--- config.mk ---
export PLATFORM = sky130hd
export DESIGN_NAME = acq_window_sched
export DESIGN_NICKNAME = d
export VERILOG_FILES = /design/src/rtl/acq_window_sched.sv
export SDC_FILE = /design/constraint.sdc
export NUM_CORES = 1
export LEC_CHECK = 0
export ABC_CLOCK_PERIOD_IN_PS = 2400
export CORE_ASPECT_RATIO = 0.7
export CORE_MARGIN = 1
export CORE_UTILIZATION = 40
export DETAILED_ROUTE_END_ITERATION = 16
export PLACE_DENSITY = 0.65
export SLEW_MARGIN = 20
export SYNTH_ARGS = -nofsm -noshare
export SYNTH_HDL_FRONTEND = slang
export SYNTH_SLANG_ARGS = --single-unit
export TNS_END_PERCENT = 5
--- constraint.sdc ---
create_clock -name clk50 -period 2.4 [get_ports clk50]
set_clock_uncertainty 0.15 [all_clocks]
set_input_delay 0.48 -clock clk50 [delete_from_list [all_inputs] [get_ports clk50]]
set_output_delay 0.48 -clock clk50 [all_outputs]
set_load 0.01 [all_outputs]
--- src/rtl/acq_window_sched.sv ---
// ---------------------------------------------------------------------------
// acq_window_sched
//   Sequencer for the pulse-counter datapath. For every requested window it
//   clears the counters, runs a fixed-length count window, waits for the
//   counters to report done, and then emits a one-cycle snapshot strobe with
//   an incrementing sequence number so the rocket readout can latch a
//   coherent count frame. Frame overruns and missing counter-done are
//   reported as sticky error flags.
//
//   Optional feature macro: ACQ_SEQ_STIM_EN
//     defined   -> stimulus divider producing stim_pulse during COUNT
//     undefined -> stim_pulse tied low, no divider logic
//
// Ports
//   clk50        in   system clock (50 MHz)
//   gse_resetn   in   asynchronous active-low reset
//   enable       in   level, 0 aborts any window and holds IDLE
//   free_run     in   level, 1 = back-to-back windows without frame_strobe
//   frame_strobe in   1-cycle window request from the readout
//   cnt_done     in   counters finished accumulating
//   stim_cmd     in   synchronized stimulus command
//   err_clr      in   1-cycle pulse clearing the sticky errors
//   cnt_clr      out  counter clear, high during CLEAR
//   cnt_start    out  counter enable, high during COUNT
//   snap         out  1-cycle "counts valid, latch now" strobe
//   seq_num      out  [7:0] window sequence number, visible with snap
//   busy         out  high in every state except IDLE
//   err_overrun  out  sticky: frame_strobe while a window was in progress
//   err_timeout  out  sticky: cnt_done missing within DONE_TMO cycles
//   stim_pulse   out  1-cycle stimulus pulse
// ---------------------------------------------------------------------------
module acq_window_sched #(
  parameter int unsigned WIN_CYCLES = 50000,
  parameter int unsigned CLR_CYCLES = 2,
  parameter int unsigned DONE_TMO   = 255,
  parameter int unsigned STIM_DIV   = 500
) (
  input  logic       clk50,
  input  logic       gse_resetn,
  input  logic       enable,
  input  logic       free_run,
  input  logic       frame_strobe,
  input  logic       cnt_done,
  input  logic       stim_cmd,
  input  logic       err_clr,
  output logic       cnt_clr,
  output logic       cnt_start,
  output logic       snap,
  output logic [7:0] seq_num,
  output logic       busy,
  output logic       err_overrun,
  output logic       err_timeout,
  output logic       stim_pulse
);

  typedef enum logic [2:0] {
    S_IDLE      = 3'd0,
    S_CLEAR     = 3'd1,
    S_COUNT     = 3'd2,
    S_WAIT_DONE = 3'd3,
    S_SNAP      = 3'd4
  } state_t;

  // The shared down-counter is loaded with (length - 1) on state entry, so a
  // state lasts exactly "length" cycles when it exits on counter == 0.
  localparam logic [19:0] CLR_LOAD = 20'(CLR_CYCLES - 1);
  localparam logic [19:0] WIN_LOAD = 20'(WIN_CYCLES - 1);
  localparam logic [19:0] TMO_LOAD = 20'(DONE_TMO - 1);

  state_t      state_r, state_nxt;
  logic [19:0] cnt_r, cnt_nxt;
  logic        set_timeout_s;
  logic        set_overrun_s;
  logic        cnt_clr_r, cnt_start_r, snap_r, busy_r;
  logic        err_overrun_r, err_timeout_r;
  logic [7:0]  seq_num_r;

  // Next-state, window-counter and error-event decode.
  always_comb begin
    state_nxt     = state_r;
    cnt_nxt       = cnt_r;
    set_timeout_s = 1'b0;
    set_overrun_s = frame_strobe &&
                    ((state_r == S_CLEAR) || (state_r == S_COUNT) ||
                     (state_r == S_WAIT_DONE));
    if (!enable) begin
      state_nxt = S_IDLE;
    end else begin
      case (state_r)
        S_IDLE: begin
          if (frame_strobe || free_run) begin
            state_nxt = S_CLEAR;
            cnt_nxt   = CLR_LOAD;
          end else begin
            state_nxt = S_IDLE;
          end
        end
        S_CLEAR: begin
          if (cnt_r == 20'd0) begin
            state_nxt = S_COUNT;
            cnt_nxt   = WIN_LOAD;
          end else begin
            cnt_nxt = cnt_r - 20'd1;
          end
        end
        S_COUNT: begin
          if (cnt_r == 20'd0) begin
            state_nxt = S_WAIT_DONE;
            cnt_nxt   = TMO_LOAD;
          end else begin
            cnt_nxt = cnt_r - 20'd1;
          end
        end
        S_WAIT_DONE: begin
          if (cnt_done) begin
            state_nxt = S_SNAP;
          end else if (cnt_r == 20'd0) begin
            state_nxt     = S_IDLE;
            set_timeout_s = 1'b1;
          end else begin
            cnt_nxt = cnt_r - 20'd1;
          end
        end
        S_SNAP: begin
          // A strobe arriving in SNAP is accepted as the next request.
          if (free_run || frame_strobe) begin
            state_nxt = S_CLEAR;
            cnt_nxt   = CLR_LOAD;
          end else begin
            state_nxt = S_IDLE;
          end
        end
        default: begin
          state_nxt = S_IDLE;
        end
      endcase
    end
  end

  // State, counter and registered output decode of the next state.
  always_ff @(posedge clk50 or negedge gse_resetn) begin
    if (!gse_resetn) begin
      state_r       <= S_IDLE;
      cnt_r         <= 20'd0;
      cnt_clr_r     <= 1'b0;
      cnt_start_r   <= 1'b0;
      snap_r        <= 1'b0;
      busy_r        <= 1'b0;
      seq_num_r     <= 8'd0;
      err_overrun_r <= 1'b0;
      err_timeout_r <= 1'b0;
    end else begin
      state_r     <= state_nxt;
      cnt_r       <= cnt_nxt;
      cnt_clr_r   <= (state_nxt == S_CLEAR);
      cnt_start_r <= (state_nxt == S_COUNT);
      snap_r      <= (state_nxt == S_SNAP);
      busy_r      <= (state_nxt != S_IDLE);
      if (state_nxt == S_SNAP) begin
        seq_num_r <= seq_num_r + 8'd1;
      end
      // A new error event dominates a simultaneous clear.
      err_overrun_r <= set_overrun_s | (err_overrun_r & ~err_clr);
      err_timeout_r <= set_timeout_s | (err_timeout_r & ~err_clr);
    end
  end

  assign cnt_clr     = cnt_clr_r;
  assign cnt_start   = cnt_start_r;
  assign snap        = snap_r;
  assign busy        = busy_r;
  assign seq_num     = seq_num_r;
  assign err_overrun = err_overrun_r;
  assign err_timeout = err_timeout_r;

`ifdef ACQ_SEQ_STIM_EN
  localparam logic [15:0] STIM_LAST = 16'(STIM_DIV - 1);

  logic [15:0] stim_cnt_r;
  logic        stim_pulse_r;
  logic        stim_cond_s;
  logic        stim_hit_s;

  // The divider only runs while counting with the command active, so the
  // first pulse lands STIM_DIV cycles after whichever of the two came last.
  assign stim_cond_s = (state_r == S_COUNT) && stim_cmd;
  assign stim_hit_s  = stim_cond_s && (stim_cnt_r == STIM_LAST);

  // Stimulus divider and registered pulse, suppressed when COUNT is ending.
  always_ff @(posedge clk50 or negedge gse_resetn) begin
    if (!gse_resetn) begin
      stim_cnt_r   <= 16'd0;
      stim_pulse_r <= 1'b0;
    end else begin
      if (!stim_cond_s || stim_hit_s) begin
        stim_cnt_r <= 16'd0;
      end else begin
        stim_cnt_r <= stim_cnt_r + 16'd1;
      end
      stim_pulse_r <= stim_hit_s && (state_nxt == S_COUNT);
    end
  end

  assign stim_pulse = stim_pulse_r;
`else
  logic unused_stim_s;
  assign unused_stim_s = stim_cmd;
  assign stim_pulse    = 1'b0;
`endif

endmodule

Yosys cells after proc, flatten, opt, wreduce, memory -nomap -nowiden
Index checks and enable logic that the tools add are counted.
- output and inout bits: 15
- logic and storage cells: 53
- flip-flop bits (word level): 37
- input bits: 8
- reductions and logical operators: 10
- bitwise gates (word level): 5
- eq/ne operators: 10
- multiplexer cells: 17
- add/sub/neg operators: 2
- operator list (operator ; number):
    20-bit two-way mux ; 5
    20-bit case mux with 4 select lines ; 1
    20-bit zero test ; 1
    20-bit by 1-bit subtractor with 20-bit output, second input constant ; 1
    3-bit two-way mux ; 5
    3-bit case mux with 4 select lines ; 1
    3-bit by 2-bit equality test with 1-bit output, second input constant ; 3
    8-bit by 1-bit adder with 8-bit output, second input constant ; 1
    3-bit by 1-bit equality test with 1-bit output, second input constant ; 2
    3-bit equality test, second input constant ; 2
    1-bit two-way mux ; 5
    5-bit AND reduction ; 1
    2-bit != test, second input constant ; 2
    4-bit nonzero test ; 1
    3-bit zero test ; 1
    1-bit logical OR ; 3
    3-bit nonzero test ; 1
    1-bit bitwise AND ; 2
    2-bit by 1-bit != test with 1-bit output, second input constant ; 1
    1-bit OR ; 2
    2-bit OR reduction ; 1
    1-bit logical AND ; 1
    1-bit NOT ; 1

Logic depth before layout (Yosys ltp)
Gate-level depths: netlist of run 1.
- depth after elaboration: 6
- depth in mapped cells: 9
- gate-level depth less buffers: 7

Least setup slack after synthesis of run 1
No wires, ideal clock.
- path kind: register to register
- start point: reg cnt_r[0]
- end point: reg cnt_r[16]
- arrival time: 1867 ps
- data required time: 2112 ps
- buffers on the path: 2
- path slack: 245 ps
- stages on the path, launching flop included: 10
- clock period less this slack: 2155 ps
- setup time: 138 ps
- path through: dfrtp_1 > inv_1 > ha_1 > nor4b_1 > and4_1 > buf_4 > a21boi_2 > buf_2 > o221ai_1 > o311ai_1
- word-level cells in the longest chain between the ends: 4
- elaborated cells on any way between the ends: 9
- those cells by class: add/sub (1); eq/ne (1); mux (5); reduce/logical (2)
- ends and longest elaborated chain (what ; line ; RTL):
    start: declaration ; 71 ; logic [19:0] cnt_r, cnt_nxt;
    start signal: assignment ; 154 ; cnt_r <= cnt_nxt;
    20-bit by 1-bit subtractor with 20-bit output ; 103, 111, 121 ;
    20-bit two-way mux ; 117 ; end else if (cnt_r == 20'd0) begin
    20-bit two-way mux ; 115 ; if (cnt_done) begin
    20-bit case mux with 4 select lines ; 89 ; case (state_r)
Parallel ways exist; a longest one is shown, timed or not. The select of a mux whose other input is x is not followed.
A chain may end at the register's enable or synchronous reset.

Final worst setup path of run 1
- start point: reg cnt_r[0]
- end point: reg cnt_r[17]
The elaborated chain is that of the path after synthesis.

==> results of run 1 <==
[sequential cells by signal, indices dropped and copies added (netlist names)]
| name | count |
|---|---|
| err_overrun | 1 |
| snap | 1 |
| cnt_start | 1 |
| cnt_clr | 1 |
| seq_num | 8 |
| state_r | 3 |
| cnt_r | 20 |
| busy | 1 |
| err_timeout | 1 |
[per-layer routing]
metal	vias to the layer above	GRT usage	wire length, um
met1	985	0.3424	3232
met4	0	0.05859	44
li1	1005	-	-
met2	52	0.3032	2439
met3	5	0.04225	300
met5	-	0	0
[placed cells by master, fill, tap and decap left out, types with 5 or more instances in the layout]
cell type                         instances
sky130_fd_sc_hd__o211ai_1                 9
sky130_fd_sc_hd__or4_1                    5
sky130_fd_sc_hd__a31oi_1                  6
sky130_fd_sc_hd__dfrtp_1                 37
sky130_fd_sc_hd__nor3_1                   6
sky130_fd_sc_hd__nand3_1                  9
sky130_fd_sc_hd__inv_1                   11
sky130_fd_sc_hd__o21ai_0                  9
sky130_fd_sc_hd__nor2_1                  17
sky130_fd_sc_hd__clkdlybuf4s50_1         19
sky130_fd_sc_hd__buf_4                   41
sky130_fd_sc_hd__nand4_1                  5
sky130_fd_sc_hd__a21oi_1                  8
sky130_fd_sc_hd__nand2_1                 21
sky130_fd_sc_hd__clkbuf_8                 6
[critical path: stages (launching register included)]
cell                       delay, ns
sky130_fd_sc_hd__dfrtp_1        0.36
sky130_fd_sc_hd__inv_1          0.07
sky130_fd_sc_hd__ha_1           0.20
sky130_fd_sc_hd__nor4b_4        0.13
sky130_fd_sc_hd__and4_1         0.20
sky130_fd_sc_hd__buf_4          0.16
sky130_fd_sc_hd__a41o_1         0.31
sky130_fd_sc_hd__or4_1          0.48
sky130_fd_sc_hd__o211ai_1       0.19
[per-stage QoR]
step	power [uW]	setup WS (ns)
2_1_floorplan	2185	0.2453
3_3_place_gp	2911	-0.1378
3_5_place_dp	2936	-0.2242
4_1_cts	3429	0.02283
5_1_grt	3729	0.002248
6_report	3478	0.06614
[power by group through the flow]
stage | clock (uW) | sequential [uW] | combinational (uW)
CTS | 459 | 989 | 1980
floorplan | 0 | 985 | 1200
finish | 449 | 1000 | 2030
global placement | 0 | 995 | 1920
global route | 482 | 1020 | 2220
detailed placement | 0 | 993 | 1940
[cell families (layout without fill, tap and decap cells)]
kind of cell,Yosys count,in the layout,synth area share
buffers and inverters,24,80,0.05899
other,1,1,0.001652
muxes,3,3,0.01378
and+or+nand+nor,94,94,0.2415
AOI/OAI and AO/OA,68,68,0.2326
DFF,37,37,0.4079
xor gates and xnor gates,7,7,0.02701
adders and majority gates,3,3,0.01654
[layout make-up]
type | instances | area (um^2) | area share
Clock buffer | 7 | 86.33 | 0.02978
Tap cell | 72 | 90.09 | 0.03107
Multi-Input combinational cell | 176 | 1242 | 0.4286
Timing Repair Buffer | 62 | 513.0 | 0.1770
Sequential cell | 37 | 925.9 | 0.3194
Inverter | 11 | 41.29 | 0.01424
[what timing repair did]
item                                    in CTS  in global routing
gates cloned                                 0                  0
hold buffers                                 1                  0
endpoints found under the setup margin      12                 10
hold endpoints to repair                    10                  0
resized for setup                            1                  4
pin swaps                                    0                  1
[how the worst min path moves through the flow]
stage                           from  depth (start not counted)          to
after floorplan           gse_resetn                          0        busy
after global placement    gse_resetn                          1    cnt_r[3]
after detailed placement  gse_resetn                          1    cnt_r[3]
after CTS                 seq_num[7]                          1  seq_num[7]
after global routing      seq_num[7]                          1  seq_num[7]
final                     seq_num[7]                          1  seq_num[7]
==> run summary, run 1 <==
The run finished with clean final reports. The data required time of the worst path is 2.46 ns. The die boundary width came out at 92.04 um. Counting the fill cells in the layout gives 507.

The HPWL reported at the end of detailed placement is 4392 um. The max-slew violation count came out at 0. The internal portion of total power is 1943 uW.

The final standard cell area without fillers came out at 0.002899 mm^2. The synthesized design spends more area on one cell type than any other, namely sky130_fd_sc_hd__dfrtp_1. The number of nets handed over by synthesis was 248. STA puts the critical path data arrival time at 2.39 ns. The relative area change from synthesis to final layout is 27.73%. The maximum clock path buffer count came out at 2. The worst hold path belongs to the class reg2reg.

For this design the total switching power over the nets is 1535 uW. The detailed router finished its first iteration with 144 violations. The clock-pin slew reported for the worst setup and hold paths after clock tree synthesis is 0.08 ns.

The total power density per cell area is 1200 mW/mm^2. Of the post-synthesis cell area, the dominant cell type holds 0.4079. The minimum setup slack among reg-to-reg paths came out at 0.07 ns. 0 antenna diodes ended up in the layout.

The share of power burned in registers came out at 0.288. Using the TritonRoute via totals, the vias-per-cell ratio works out to 5.608. The final-report hold violation count is 0. Setup violations remaining at the end of the flow were counted as 0. By area the synthesized netlist is led by sky130_fd_sc_hd__dfrtp_1, sky130_fd_sc_hd__nand2_1, sky130_fd_sc_hd__o211ai_1, sky130_fd_sc_hd__nor2_1, sky130_fd_sc_hd__nor4_4. In this run the count of I/O pins placed on the die edge is 23. The first global-routing pass estimated 10030 um of wire. The number of maximum-capacitance violations came out at 0. Yosys mapped a number of flops with a built-in enable equal to 0.

The placed instances occupy a cell area of 0.002770 mm^2. Among all cell types in the netlist, the one instantiated most often is sky130_fd_sc_hd__dfrtp_1. The fraction of synthesis flops using an asynchronous set or reset pin is 1.000. The part of the total power dissipated in combinational logic came out at 0.583. The count of input and output buffers came out at 20. The routed length per instance is 16.48 um. The overall die area is 0.005985 mm^2. The net count reported at finish came out at 304. The root buffer cell chosen for the clock tree is sky130_fd_sc_hd__clkbuf_8. Setup repair after global routing left no endpoint under its margin. The worst setup path is launched from a register. The worst setup path is captured at a register. The final wirelength came out at 6017 um. The achievable frequency came out at 428.5 MHz. The source-to-sink clock delay at the later pin of the worst-skew pair came out at 0.29 ns. The count of TritonRoute iterations in the first routing pass is 4. Tracing the worst setup path back leads to its startpoint at cnt_r[0]. Counting distinct cell types in the post-synthesis netlist gives 62. The detail route stage leaves a number of antenna-violating nets equal to 0. The dominant synthesized flop cell is sky130_fd_sc_hd__dfrtp_1. The height of the die is 65.03 um. For this run the aggregate overflow at the end of global routing stands at 0. The buffers inserted during post-CTS setup optimization came out at 0. In this run the critical register-to-register path is captured at cnt_r[17].

The critical path ends at cnt_r[17]. The synthesized area per cell is 9.577 um^2. The residual DRC count came out at 0. TritonCTS built the clock tree. The actual transition at the worst max-transition pin is 0.5547 ns. The beginning of the worst register-to-register path is cnt_r[0]. The number of cells on the worst reg-to-reg path is 8. The number of antenna violations at the first check in global routing came out at 0. The share of cells above drive strength 1 is 0.2287. The number of cells in the finished layout apart from fillers came out at 365. The shortest clock period the worst path allows after layout came out at 2.334 ns. The share of the clock period used by the worst path after layout is 0.9724. The sequential-to-total area share from yosys stat is 0.4079. The count of vias placed by the detailed router came out at 2047. Of the total power, the clock network draws 0.129. The tightest hold margin is 0.3117 ns. The clock sink count came out at 37. The synthesis warning total is 0. At the end of the flow the core is filled with cells to 0.5429. The standard cell core area came out at 0.005340 mm^2. The biggest fanout along the worst timing path came out at 6. In this run, CTS created clock tree buffers numbering 5.

The relative slew slack came out at 0.6294. The initialized floorplan defines 22 standard-cell rows. The global-route usage over all layers is 0.2195. The number of placed instances, taps included, is 357. The worst setup path is of the reg2reg kind. The via count of the first global-routing pass was 1945. The pin count of the biggest net entering global routing came out at 15.

At the end of routability-driven placement, the weighted congestion stood at 0.9231. The worst voltage drop across the vdd grid is 0.6308 mV. The flip-flop and latch count after synthesis came out at 37. The total negative slack came out at 0 ns. The proportion of total power due to net switching came out at 0.4413. After synthesis the cells add up to 0.002270 mm^2. In the synthesized netlist, the cells that appear most often are sky130_fd_sc_hd__dfrtp_1, sky130_fd_sc_hd__nand2_1, sky130_fd_sc_hd__nor2_1. The leakage dissipation is 0.001270 uW. The number of H-tree levels came out at 2. The number of cells produced by synthesis came out at 237.

The initial cell density of the core came out at 0.4250.
(Power assumes the default switching activity.)
==> run 2: changes to the inputs <==
--- a/config.mk
+++ b/config.mk
@@ -6,6 +6,7 @@
 export NUM_CORES = 1
 export LEC_CHECK = 0
 export ABC_CLOCK_PERIOD_IN_PS = 2400
+export CAP_MARGIN = 20
 export CORE_ASPECT_RATIO = 0.7
 export CORE_MARGIN = 1
 export CORE_UTILIZATION = 40
==> results of run 2 <==
The final DEF is identical to that of run 1; final timing and power are the same.
